## src/rtl/pll_lock_supervisor_if.sv

```systemverilog
// Signal bundle between the PLL lock supervisor and the PLL/reset consumers.
// The supervisor uses the master modport; the environment driving LOCK uses slave.
interface pll_lock_supervisor_if #(
    parameter int CNT_W = 8
);
    // No valid/ready handshake: locked is a level sampled every cycle through
    // the synchroniser, clear_cnt is a one-cycle pulse acted on at the next edge,
    // and ready is a level that stays high for as long as the PLL clocks are usable.
    logic             locked;
    logic             clear_cnt;
    logic             pll_rst;
    logic             sys_rst_n;
    logic             ready;
    logic [1:0]       state;
    logic [CNT_W-1:0] lost_cnt;
    logic [CNT_W-1:0] timeout_cnt;

    modport master (
        input  locked,
        input  clear_cnt,
        output pll_rst,
        output sys_rst_n,
        output ready,
        output state,
        output lost_cnt,
        output timeout_cnt
    );

    modport slave (
        output locked,
        output clear_cnt,
        input  pll_rst,
        input  sys_rst_n,
        input  ready,
        input  state,
        input  lost_cnt,
        input  timeout_cnt
    );
endinterface

```

## src/rtl/pll_lock_supervisor.sv

```systemverilog
// Resets the video PLL, qualifies its LOCK output and only then releases the
// downstream reset; lock loss and lock timeouts re-reset the PLL and are counted.
module pll_lock_supervisor #(
    parameter int RST_CYCLES     = 16,
    parameter int TIMEOUT_CYCLES = 250000,
    parameter int STABLE_CYCLES  = 1024,
    parameter int CNT_W          = 8
) (
    input  logic                         clk,
    input  logic                         rst_n,
    pll_lock_supervisor_if.master        bus
);
    typedef enum logic [1:0] {
        RESET_PLL = 2'd0,
        WAIT_LOCK = 2'd1,
        STABLE    = 2'd2,
        RUN       = 2'd3
    } state_t;

    localparam int MAX_A   = (RST_CYCLES > TIMEOUT_CYCLES) ? RST_CYCLES : TIMEOUT_CYCLES;
    localparam int MAX_CYC = (MAX_A > STABLE_CYCLES) ? MAX_A : STABLE_CYCLES;
    localparam int TMR_W   = (MAX_CYC > 2) ? $clog2(MAX_CYC) : 1;

    localparam logic [TMR_W-1:0] RST_LAST     = TMR_W'(RST_CYCLES - 1);
    localparam logic [TMR_W-1:0] TIMEOUT_LAST = TMR_W'(TIMEOUT_CYCLES - 1);
    localparam logic [TMR_W-1:0] STABLE_LAST  = TMR_W'(STABLE_CYCLES - 1);
    localparam logic [CNT_W-1:0] CNT_MAX      = {CNT_W{1'b1}};

    state_t             state_q;
    state_t             state_d;
    logic [TMR_W-1:0]   timer_q;
    logic               lock_meta;
    logic               locked_s;
    logic               lost_inc;
    logic               timeout_inc;
    logic [CNT_W-1:0]   lost_q;
    logic [CNT_W-1:0]   timeout_q;
    logic               pll_rst_q;
    logic               sys_rst_n_q;
    logic               ready_q;

    // LOCK is asynchronous to clk; nothing else may look at bus.locked.
    always_ff @(posedge clk or negedge rst_n) begin
        if (!rst_n) begin
            lock_meta <= 1'b0;
            locked_s  <= 1'b0;
        end else begin
            lock_meta <= bus.locked;
            locked_s  <= lock_meta;
        end
    end

    always_ff @(posedge clk or negedge rst_n) begin
        if (!rst_n) begin
            state_q <= RESET_PLL;
        end else begin
            state_q <= state_d;
        end
    end

    always_comb begin
        state_d     = state_q;
        lost_inc    = 1'b0;
        timeout_inc = 1'b0;
        case (state_q)
            RESET_PLL: begin
                if (timer_q == RST_LAST) begin
                    state_d = WAIT_LOCK;
                end
            end
            WAIT_LOCK: begin
                // A lock that arrives on the timeout cycle still counts as a lock.
                if (locked_s) begin
                    state_d = STABLE;
                end else if (timer_q == TIMEOUT_LAST) begin
                    state_d     = RESET_PLL;
                    timeout_inc = 1'b1;
                end
            end
            STABLE: begin
                if (!locked_s) begin
                    state_d = WAIT_LOCK;
                end else if (timer_q == STABLE_LAST) begin
                    state_d = RUN;
                end
            end
            RUN: begin
                if (!locked_s) begin
                    state_d  = RESET_PLL;
                    lost_inc = 1'b1;
                end
            end
            default: state_d = RESET_PLL;
        endcase
    end

    // Shared interval timer: restarts from zero whenever the state changes.
    always_ff @(posedge clk or negedge rst_n) begin
        if (!rst_n) begin
            timer_q <= '0;
        end else if (state_d != state_q) begin
            timer_q <= '0;
        end else begin
            timer_q <= timer_q + TMR_W'(1);
        end
    end

    always_ff @(posedge clk or negedge rst_n) begin
        if (!rst_n) begin
            lost_q    <= '0;
            timeout_q <= '0;
        end else if (bus.clear_cnt) begin
            lost_q    <= '0;
            timeout_q <= '0;
        end else begin
            if (lost_inc && (lost_q != CNT_MAX)) begin
                lost_q <= lost_q + CNT_W'(1);
            end
            if (timeout_inc && (timeout_q != CNT_MAX)) begin
                timeout_q <= timeout_q + CNT_W'(1);
            end
        end
    end

    // Outputs are flops loaded from the next state so they track state_q exactly.
    always_ff @(posedge clk or negedge rst_n) begin
        if (!rst_n) begin
            pll_rst_q   <= 1'b1;
            sys_rst_n_q <= 1'b0;
            ready_q     <= 1'b0;
        end else begin
            pll_rst_q   <= (state_d == RESET_PLL);
            sys_rst_n_q <= (state_d == RUN);
            ready_q     <= (state_d == RUN);
        end
    end

    assign bus.pll_rst     = pll_rst_q;
    assign bus.sys_rst_n   = sys_rst_n_q;
    assign bus.ready       = ready_q;
    assign bus.state       = state_q;
    assign bus.lost_cnt    = lost_q;
    assign bus.timeout_cnt = timeout_q;

endmodule
```

## src/flat_wrapper.sv

```systemverilog
// flat-port wrapper written by rule: the top's interface ports become plain ports
module pll_lock_supervisor_flat 
#(
    parameter int RST_CYCLES     = 16,
    parameter int TIMEOUT_CYCLES = 250000,
    parameter int STABLE_CYCLES  = 1024,
    parameter int CNT_W          = 8
)
  (clk, rst_n, bus_locked, bus_clear_cnt, bus_pll_rst, bus_sys_rst_n, bus_ready, bus_state, bus_lost_cnt, bus_timeout_cnt);
  pll_lock_supervisor_if #(.CNT_W(CNT_W)) bus_i ();
  input  logic clk;
  input  logic rst_n;
  input wire logic [$bits(bus_i.locked)-1:0] bus_locked;
  input wire logic [$bits(bus_i.clear_cnt)-1:0] bus_clear_cnt;
  output wire logic [$bits(bus_i.pll_rst)-1:0] bus_pll_rst;
  output wire logic [$bits(bus_i.sys_rst_n)-1:0] bus_sys_rst_n;
  output wire logic [$bits(bus_i.ready)-1:0] bus_ready;
  output wire logic [$bits(bus_i.state)-1:0] bus_state;
  output wire logic [$bits(bus_i.lost_cnt)-1:0] bus_lost_cnt;
  output wire logic [$bits(bus_i.timeout_cnt)-1:0] bus_timeout_cnt;
  assign bus_i.locked = bus_locked;
  assign bus_i.clear_cnt = bus_clear_cnt;
  assign bus_pll_rst = bus_i.pll_rst;
  assign bus_sys_rst_n = bus_i.sys_rst_n;
  assign bus_ready = bus_i.ready;
  assign bus_state = bus_i.state;
  assign bus_lost_cnt = bus_i.lost_cnt;
  assign bus_timeout_cnt = bus_i.timeout_cnt;
  pll_lock_supervisor #(.RST_CYCLES(RST_CYCLES), .TIMEOUT_CYCLES(TIMEOUT_CYCLES), .STABLE_CYCLES(STABLE_CYCLES), .CNT_W(CNT_W)) u_core (.clk(clk), .rst_n(rst_n), .bus(bus_i));
endmodule
```

## config.mk

```make
export PLATFORM = sky130hd
export DESIGN_NAME = pll_lock_supervisor_flat
export DESIGN_NICKNAME = d
export VERILOG_FILES = /design/src/rtl/pll_lock_supervisor_if.sv /design/src/rtl/pll_lock_supervisor.sv /design/src/flat_wrapper.sv
export SDC_FILE = /design/constraint.sdc
export NUM_CORES = 1
export LEC_CHECK = 0
export ABC_CLOCK_PERIOD_IN_PS = 2000
export CAP_MARGIN = 20
export CORE_ASPECT_RATIO = 1.2
export CORE_MARGIN = 10
export CORE_UTILIZATION = 57
export DETAILED_ROUTE_END_ITERATION = 7
export DONT_BUFFER_PORTS = 1
export PLACE_DENSITY = 0.8
export SYNTH_ARGS = -nofsm -noshare
export SYNTH_HDL_FRONTEND = slang
export SYNTH_SLANG_ARGS = --single-unit
```

## constraint.sdc

```tcl
create_clock -name clk -period 2 [get_ports clk]
set_input_delay 0.4 -clock clk [delete_from_list [all_inputs] [get_ports clk]]
set_output_delay 0.4 -clock clk [all_outputs]
set_load 0.01 [all_outputs]
```

==> results of run 1 <==
[routing by layer]
layer  part of all wire  track usage  up-vias
met1               0.40        0.176      913
met4              0.021       0.0930        0
li1                   -            -      868
met3              0.055       0.0406        9
met5                  0            0        -
met2               0.53        0.289       47
[logic make-up after synthesis]
family,Yosys count,share of synthesized area
compound gates,48,0.155
xor+xnor,13,0.0511
fa+ha+maj,3,0.0168
buf+inv,23,0.0477
flops,40,0.449
mux,7,0.0348
simple gates,86,0.245
[worst register-to-register path, stage by stage (launching register included)]
cell and delay, ps:
dfrtp_1 420, nand2b_1 160, or4_4 610, nor4_2 320, mux2_1 360
[worst paths after layout]
kind | start | to
hold reg to reg | u_core.lock_meta | u_core.locked_s
hold / removal | bus_locked | u_core.lock_meta
min in group asynchronous | rst_n | u_core.bus.timeout_cnt[4]
setup reg to reg | u_core.timer_q[13] | u_core.bus.timeout_cnt[6]
max in group asynchronous | rst_n | u_core.bus.pll_rst
setup / recovery | u_core.timer_q[13] | u_core.bus.timeout_cnt[6]
[per-stage QoR]
stage / std cells / area [um^2]
3_5_place_dp: 283 / 2450
5_1_grt: 294 / 2630
2_1_floorplan: 220 / 2230
6_report: 294 / 2630
3_3_place_gp: 283 / 2450
4_1_cts: 294 / 2610
[cell usage after synthesis (2+ instances only)]
cell | instances | area (um^2)
o21ai_0 | 4 | 20.0
or4_1 | 10 | 75.1
a21oi_1 | 6 | 30.0
nand2_1 | 8 | 30.0
nand2b_1 | 2 | 12.5
buf_4 | 2 | 15.0
o31ai_1 | 9 | 67.6
nor2_1 | 12 | 45.0
o21a_1 | 2 | 15.0
a311o_1 | 2 | 20.0
inv_1 | 8 | 30.0
dfrtp_1 | 39 | 976
nor2b_1 | 8 | 50.1
a31oi_1 | 12 | 75.1
nor4_2 | 5 | 62.6
xnor2_1 | 8 | 70.1
and3_1 | 10 | 62.6
a32oi_1 | 6 | 52.6
and4_1 | 2 | 17.5
a31o_2 | 2 | 17.5
buf_2 | 4 | 20.0
xor2_1 | 5 | 43.8
ha_1 | 3 | 37.5
clkbuf_1 | 6 | 22.5
nand3_1 | 15 | 75.1
mux2_1 | 5 | 56.3
or3_1 | 3 | 18.8
nor3_1 | 3 | 15.0
[power groups by stage]
stage                     Sequential [uW]  Clock [uW]  Combinational (uW)
final                                 963         666                 506
after global routing                  972         708                 564
after CTS                             962         685                 492
after detailed placement              975           0                 460
after floorplan                       966           0                 304
after global placement                970           0                 453
[repair_timing]
action | 4_1_cts | 5_1_grt
pin swaps | 4 | 4
gates resized for setup | 2 | 5
setup endpoints to repair | 6 | 21
cloned | 1 | 0
hold endpoints to repair | 40 | 0
hold buffers | 2 | 0
[cell type report]
cell class / instances / area (um^2)
multi-input cells: 158 / 1160
clock inverters: 3 / 42.5
flip-flops and latches: 40 / 1000
well taps: 52 / 65.1
clock buffers: 5 / 68.8
inverters: 9 / 33.8
repair buffers: 27 / 259
fillers: 273 / 1070
[state kept, by name (all words and copies together) (netlist names)]
register / count
u_core.bus.lost_cnt: 8
u_core.bus.pll_rst: 1
u_core.bus.state: 2
u_core.bus.sys_rst_n: 1
u_core.bus.timeout_cnt: 8
u_core.lock_meta: 1
u_core.locked_s: 1
u_core.timer_q: 18
==> impl_metrics.tcl, run 1 <==
set metrics [dict create \
    status "completed" \
    setup_viol 0 \
    via_per_inst 6.25 \
    mostFrequentLayoutCells "dfrtp_1, buf_4, nand3_1" \
    grt_use_total 0.163 \
    htreeDepth 2 \
    dr.pass1.iters 4 \
    grt_pass1_vias 1915 \
    start_util 0.604 \
    crit_path_end_kind "register" \
    worstPathCellList "nand2b_1 -> or4_4 -> nor4_2 -> mux2_1" \
    tightestPinTransition_ps 355 \
    synth-warning-count 0 \
    dieArea_mm2 0.00682 \
    crit_slowest_cell "or4_4" \
    diodes 0 \
    rsz0062_at_grt "true" \
    overflow 0 \
    layout-drive-gt1-share 0.227 \
    hold_depth 0 \
    p_clk_frac 0.312 \
    critPathMaxStageDelay_ps 610 \
    crit_fanout 13 \
    finalCritPeriodShare 0.996 \
    r2r_slack_ps 8 \
    synthArstFlopShare 1.00 \
    seq_power_share 0.451 \
    ys_ff_latch 40 \
    p_total_uw 2130 \
    required_ps 2180 \
    preCtsSetupSlack_ps -68.4 \
    startpoint_type "register" \
    p_leak_uw 0.00111 \
    synth-seq-area-share 0.449 \
    layout_commonest_cell "dfrtp_1" \
    drtAntennaViolNets 0 \
    slew-limit-headroom 0.761 \
    avgSynthCellArea_um2 10.1 \
    fp.dieH_um 88.5 \
    ir_worst_vdd_mv 0.456 \
    clock_latency_ps 300 \
    p_per_area_mw_per_mm2 813 \
    cts_buffers 5 \
    worstPathArrival_ps 2170 \
    synth_cells 220 \
    holdCritPathClass "input port to register" \
    ys.flop_type "dfrtp_1" \
    clock_sinks 40 \
    post-cts-setup-buffer-count 0 \
    cts_buffer_depth 2 \
    min_period_ps 1990 \
    core_area_mm2 0.00369 \
    chipWidth_um 77.1 \
    p_comb_frac 0.237 \
    setup_slack_ps 8.34 \
    postLayoutCoreUtil 0.711 \
    syn_nets 227 \
    grt_start_max_net_pins 41 \
    netSwitchingFraction 0.307 \
    dp_hpwl_mm 3.53 \
    drv_cap 0 \
    vias 1837 \
    worstSetupPathType "register to register" \
    clockRootBuffer "clkbuf_8" \
    ys_types 47 \
    syn_area_mm2 0.00223 \
    synth-edff-count 0 \
    holdWs_ps 129 \
    hold_viol 0 \
    crit_cells 4 \
    ff2ff_path_depth 4 \
    finalSetupTns_ps 0 \
    gp_congestion 0.795 \
    area_growth_pct 17.8 \
    clk_pin_slew_ps 80 \
    crit_buf_inv 0 \
    fmax_mhz 502 \
    io_buffers 0 \
    totalWireLength_mm 5.24 \
    grt_pass1_wl_mm 9.08 \
    drcViolationCount 0 \
    crit_family "simple AND/OR/NAND/NOR gates" \
    final_max_slew_viol_count 0 \
    antenna_found_initial 0 \
    rows 24 \
    drt_iter0_markers 115 \
    cts_tree "yes" \
    wire_per_inst_um 17.8 \
    fin_skew_ps 9.01 \
    p_int_uw 1480 \
    pin_count 25 \
    p_sw_uw 655 \
    fin_nets 248 \
]
(Power assumes the default switching activity.)
==> inputs of run 2 (changes only) <==
--- a/config.mk
+++ b/config.mk
@@ -9,10 +9,10 @@
 export CAP_MARGIN = 20
 export CORE_ASPECT_RATIO = 1.2
 export CORE_MARGIN = 10
-export CORE_UTILIZATION = 57
+export CORE_UTILIZATION = 40
 export DETAILED_ROUTE_END_ITERATION = 7
 export DONT_BUFFER_PORTS = 1
-export PLACE_DENSITY = 0.8
+export PLACE_DENSITY = 0.61
 export SYNTH_ARGS = -nofsm -noshare
 export SYNTH_HDL_FRONTEND = slang
 export SYNTH_SLANG_ARGS = --single-unit
==> run 2 against run 1 <==
  * Clock power is 19% lower
  * Register-to-register slack gained 50 ps
  * Design area increased by 1.3%
  * Clock skew is 2.2 ps lower
  * Cell count increased by 5.8%
  * Core utilization shrank 21 points
  * Sequential share of layout area decreased by 0.50 points
  * Non-clock buffer count increased by 7
  * Die area grew 31%
  * Combinational power grew 5.3%
  * Via count shrank 0.38%
==> impl_metrics.tcl, run 2 (synthesis results as in run 1) <==
set metrics [dict create \
    place_inst 299 \
    ir_worst_vdd_mv 0.475 \
    cts_buffers 5 \
    crit_path_end_kind "register" \
    worstPathCellList "ha_1 -> and3_4 -> a311o_2 -> nor4_2 -> mux2_1" \
    tightestPinTransition_ps 369 \
    gp_congestion 0.859 \
    start_util 0.418 \
    largest_register_ffs 18 \
    status "completed" \
    clockRootBuffer "clkbuf_8" \
    drv_cap 0 \
    fin_nets 255 \
    dieArea_mm2 0.00897 \
    antenna_found_initial 0 \
    p_clk_frac 0.266 \
    grt_use_total 0.119 \
    layout_commonest_cell "dfrtp_1" \
    p_sw_uw 650 \
    fmax_mhz 514 \
    diodes 0 \
    wire_per_inst_um 16.7 \
    cts_buffer_depth 2 \
    crit_buf_inv 0 \
    setup_viol 0 \
    crit_family "simple AND/OR/NAND/NOR gates" \
    slew-limit-headroom 0.752 \
    p_total_uw 2020 \
    top_register "u_core.timer_q" \
    fp.dieH_um 102 \
    hold_viol 0 \
    cts_tree "yes" \
    io_buffers 0 \
    layout-drive-gt1-share 0.249 \
    finalCritPeriodShare 0.973 \
    p_leak_uw 0.00113 \
    worstPathArrival_ps 2140 \
    crit_fanout 5 \
    dp_hpwl_mm 3.56 \
    seq_power_share 0.470 \
    pin_count 25 \
    holdCritPathClass "input port to register" \
    fin_skew_ps 6.83 \
    p_comb_frac 0.263 \
    critPathMaxStageDelay_ps 430 \
    dr.pass1.iters 4 \
    final_max_slew_viol_count 0 \
    overflow 0 \
    clk_pin_slew_ps 80 \
    grt_pass1_vias 1842 \
    area_growth_pct 19.4 \
    fin_cells 311 \
    grt_pass1_wl_mm 8.68 \
    rsz0062_at_grt "true" \
    grt_start_max_net_pins 41 \
    postLayoutCoreUtil 0.499 \
    clock_sinks 40 \
    netSwitchingFraction 0.321 \
    totalWireLength_mm 5.20 \
    via_per_inst 5.88 \
    core_area_mm2 0.00533 \
    p_int_uw 1370 \
    nFillCells 496 \
    min_period_ps 1950 \
    rows 29 \
    htreeDepth 2 \
    clock_latency_ps 300 \
    drcViolationCount 0 \
    drt_iter0_markers 59 \
    required_ps 2190 \
    startpoint_type "register" \
    mostFrequentLayoutCells "dfrtp_1, buf_4, nand3_1" \
    holdWs_ps 124 \
    drtAntennaViolNets 0 \
    vias 1830 \
    crit_slowest_cell "a311o_2" \
    p_per_area_mw_per_mm2 760 \
    worstSetupPathType "register to register" \
    chipWidth_um 88.2 \
]
[run 2: what timing repair did]
action / CTS / global route
cloned: 1 / 0
hold endpoints to repair: 40 / 0
pin swaps: 1 / 2
hold buffers: 2 / 0
buffers inserted: 0 / 1
gates resized for setup: 1 / 5
endpoints found under the setup margin: 4 / 12
[run 2: worst paths after layout]
check                           slack, ps                         to                       from  depth (start not counted)
worst min-delay path                  120           u_core.lock_meta                 bus_locked                          0
max in group asynchronous            1180         u_core.bus.pll_rst                      rst_n                          2
min in group asynchronous             560        u_core.bus.state[0]                      rst_n                          2
worst max-delay path                   50  u_core.bus.timeout_cnt[5]  u_core.bus.timeout_cnt[0]                          5
worst min register to register        350            u_core.locked_s           u_core.lock_meta                          0
worst max register to register         50  u_core.bus.timeout_cnt[5]  u_core.bus.timeout_cnt[0]                          5
[run 2: power groups by stage]
stage                     Sequential [uW]  Clock (uW)  Combinational, uW
after floorplan                       966           0                304
after global placement                967           0                492
after detailed placement              968           0                491
after CTS                             954         568                523
after global routing                  967         602                590
final                                 952         539                533
[run 2: through the flow]
step / area [um^2] / setup TNS, ps / setup WS (ps)
6_report: 2660 / 0 / 54.5
5_1_grt: 2660 / -213 / -52.9
4_1_cts: 2630 / 0 / 3.14
3_5_place_dp: 2500 / -27.8 / -15.6
3_3_place_gp: 2500 / 0 / 22.2
2_1_floorplan: 2230 / 0 / 8.15
[run 2: worst reg2reg max path, cell delays in order, from the launching register on]
cell and delay, ps:
dfrtp_1 390, ha_1 230, and3_4 200, a311o_2 430, nor4_2 240, mux2_1 340
[run 2: per-layer routing]
| metal | up-vias | track usage | wire length [um] |
|---|---|---|---|
| met5 | - | 0 | 0 |
| met4 | 0 | 0.0544 | 114 |
| met3 | 13 | 0.0394 | 353 |
| met2 | 55 | 0.198 | 2520 |
| met1 | 875 | 0.136 | 2210 |
| li1 | 887 | - | - |
[run 2: final cells by class]
class / count / area [um^2] / share of cell area
sequential: 40 / 1000 / 0.376
tap: 62 / 77.6 / 0.0291
clock inverter: 3 / 18.8 / 0.00705
multi-input combinational: 158 / 1150 / 0.433
clock buffer: 5 / 68.8 / 0.0258
inverter: 9 / 33.8 / 0.0127
timing repair buffer: 34 / 308 / 0.116
==> inputs of run 3 (changes only) <==
--- a/config.mk
+++ b/config.mk
@@ -8,7 +8,7 @@
 export ABC_CLOCK_PERIOD_IN_PS = 2000
 export CAP_MARGIN = 20
 export CORE_ASPECT_RATIO = 1.2
-export CORE_MARGIN = 10
+export CORE_MARGIN = 1
 export CORE_UTILIZATION = 40
 export DETAILED_ROUTE_END_ITERATION = 7
 export DONT_BUFFER_PORTS = 1
==> run 3 against run 2 <==
  * Count of clock-buffer cells in the layout is 1 higher
  * Global-route usage up 6.2 points
  * Largest cell class unchanged
  * Largest power group unchanged
  * Total power down 0.63%
  * Critical endpoint is now u_core.bus.timeout_cnt[3]
  * Clock power increased by 4.8%
  * Die area down 34%
  * Critical path depth unchanged
  * Via count is 0.71% lower
==> impl_metrics.tcl, run 3 (synthesis results as in run 1) <==
set metrics [dict create \
    status "completed" \
    dieArea_mm2 0.00588 \
    via_per_inst 5.90 \
    r2r-start "u_core.bus.timeout_cnt[0]" \
    p_per_area_mw_per_mm2 762 \
    rsz0062_at_grt "true" \
    clk_pin_slew_ps 80 \
    top_register "u_core.timer_q" \
    fin_skew_ps 7.52 \
    critPathMaxStageDelay_ps 470 \
    nFillCells 492 \
    grt_use_total 0.182 \
    worstPathArrival_ps 2160 \
    fin_nets 252 \
    ir_worst_vdd_mv 0.340 \
    grt_pass1_wl_mm 8.63 \
    mostFrequentLayoutCells "dfrtp_1, buf_4, nand3_1" \
    min_period_ps 1980 \
    totalWireLength_mm 5.07 \
    clock_latency_ps 290 \
    tightestPinTransition_ps 321 \
    grt_pass1_vias 1835 \
    area_growth_pct 18.4 \
    dp_hpwl_mm 3.44 \
    diodes 0 \
    p_total_uw 2010 \
    crit_fanout 5 \
    cts_buffers 5 \
    place_area_mm2 0.00247 \
    drcViolationCount 0 \
    holdCritPathClass "input port to register" \
    drt_iter0_markers 105 \
    antenna_found_initial 0 \
    clock_sinks 40 \
    crit_start "u_core.bus.timeout_cnt[0]" \
    crit_buf_inv 0 \
    rows 29 \
    fin_area_mm2 0.00264 \
    fmax_mhz 505 \
    required_ps 2180 \
    dr.pass1.iters 4 \
    gp_congestion 0.763 \
    cts_buffer_depth 2 \
    hp-start "bus_locked" \
    pin_count 25 \
    crit_slowest_cell "a311o_2" \
    start_util 0.418 \
    wire_per_inst_um 16.5 \
    layout_commonest_cell "dfrtp_1" \
    drtAntennaViolNets 0 \
    hold_viol 0 \
    cts_tree "yes" \
    worstSetupPathType "register to register" \
    crit_path_end_kind "register" \
    clockRootBuffer "clkbuf_8" \
    finalCritPeriodShare 0.990 \
    largest_register_ffs 18 \
    vias 1817 \
    fp.dieH_um 83.8 \
    worstPathCellList "ha_2 -> and3_4 -> a311o_2 -> nor4b_4 -> mux2_4" \
    chipWidth_um 70.2 \
    overflow 0 \
    setup_viol 0 \
    crit_family "simple AND/OR/NAND/NOR gates" \
    layout-drive-gt1-share 0.244 \
    slew-limit-headroom 0.783 \
    core_area_mm2 0.00533 \
    grt_start_max_net_pins 41 \
    io_buffers 0 \
    startpoint_type "register" \
    final_max_slew_viol_count 0 \
    drv_cap 0 \
    p_leak_uw 0.00112 \
    htreeDepth 2 \
]
## run 3: what timing repair did
item                       4_1_cts  5_1_grt
setup endpoints to repair        4        7
hold endpoints to repair        40        0
hold buffers                     2        0
buffers inserted                 0        1
gates cloned                     0        1
resized for setup                1        7
pin swaps                        0        5
## run 3: final cells by class
type                       count  area, um^2  area share
clock buffer                   6        82.6      0.0313
clock inverter                 2        10.0     0.00379
tap                           62        77.6      0.0294
inverter                       9        33.8      0.0128
timing repair buffer          31         273       0.103
multi-input combinational    158        1160       0.440
sequential                    40        1000       0.380
## run 3: path summary, 6_finish.rpt
check / end / slack [ps] / cells after the start
max in group asynchronous: u_core.bus.pll_rst / 1170 / 2
min reg2reg: u_core.locked_s / 360 / 0
min in group asynchronous: u_core.bus.state[1] / 570 / 2
max reg2reg: u_core.bus.timeout_cnt[3] / 20 / 5
max: u_core.bus.timeout_cnt[3] / 20 / 5
min: u_core.lock_meta / 130 / 0
## run 3: per-layer routing
metal	vias up	track usage	part of all wire
met5	-	0	0
met4	0	0.0491	0.010
met3	6	0.0411	0.039
met2	35	0.322	0.53
met1	901	0.219	0.42
li1	875	-	-
## run 3: stage by stage
stage               worst slack [ps]  hold slack [ps]  std cells  setup TNS (ps)  utilization
global route                   -29.1              118        308           -58.1        0.495
floorplan                       8.15              104        220               0            -
CTS                             26.7              123        306               0        0.486
finish                          20.4              134        308               0        0.495
global placement                22.4              105        296               0        0.463
detailed placement             -6.71              105        296           -14.7        0.463
## run 3: power by group
part | switching [uW] | leakage, uW | internal, uW
sequential | 57.9 | 0.000544 | 880
combinational | 291 | 0.000523 | 218
clock | 289 | 0.0000510 | 276
total | 638 | 0.00112 | 1370
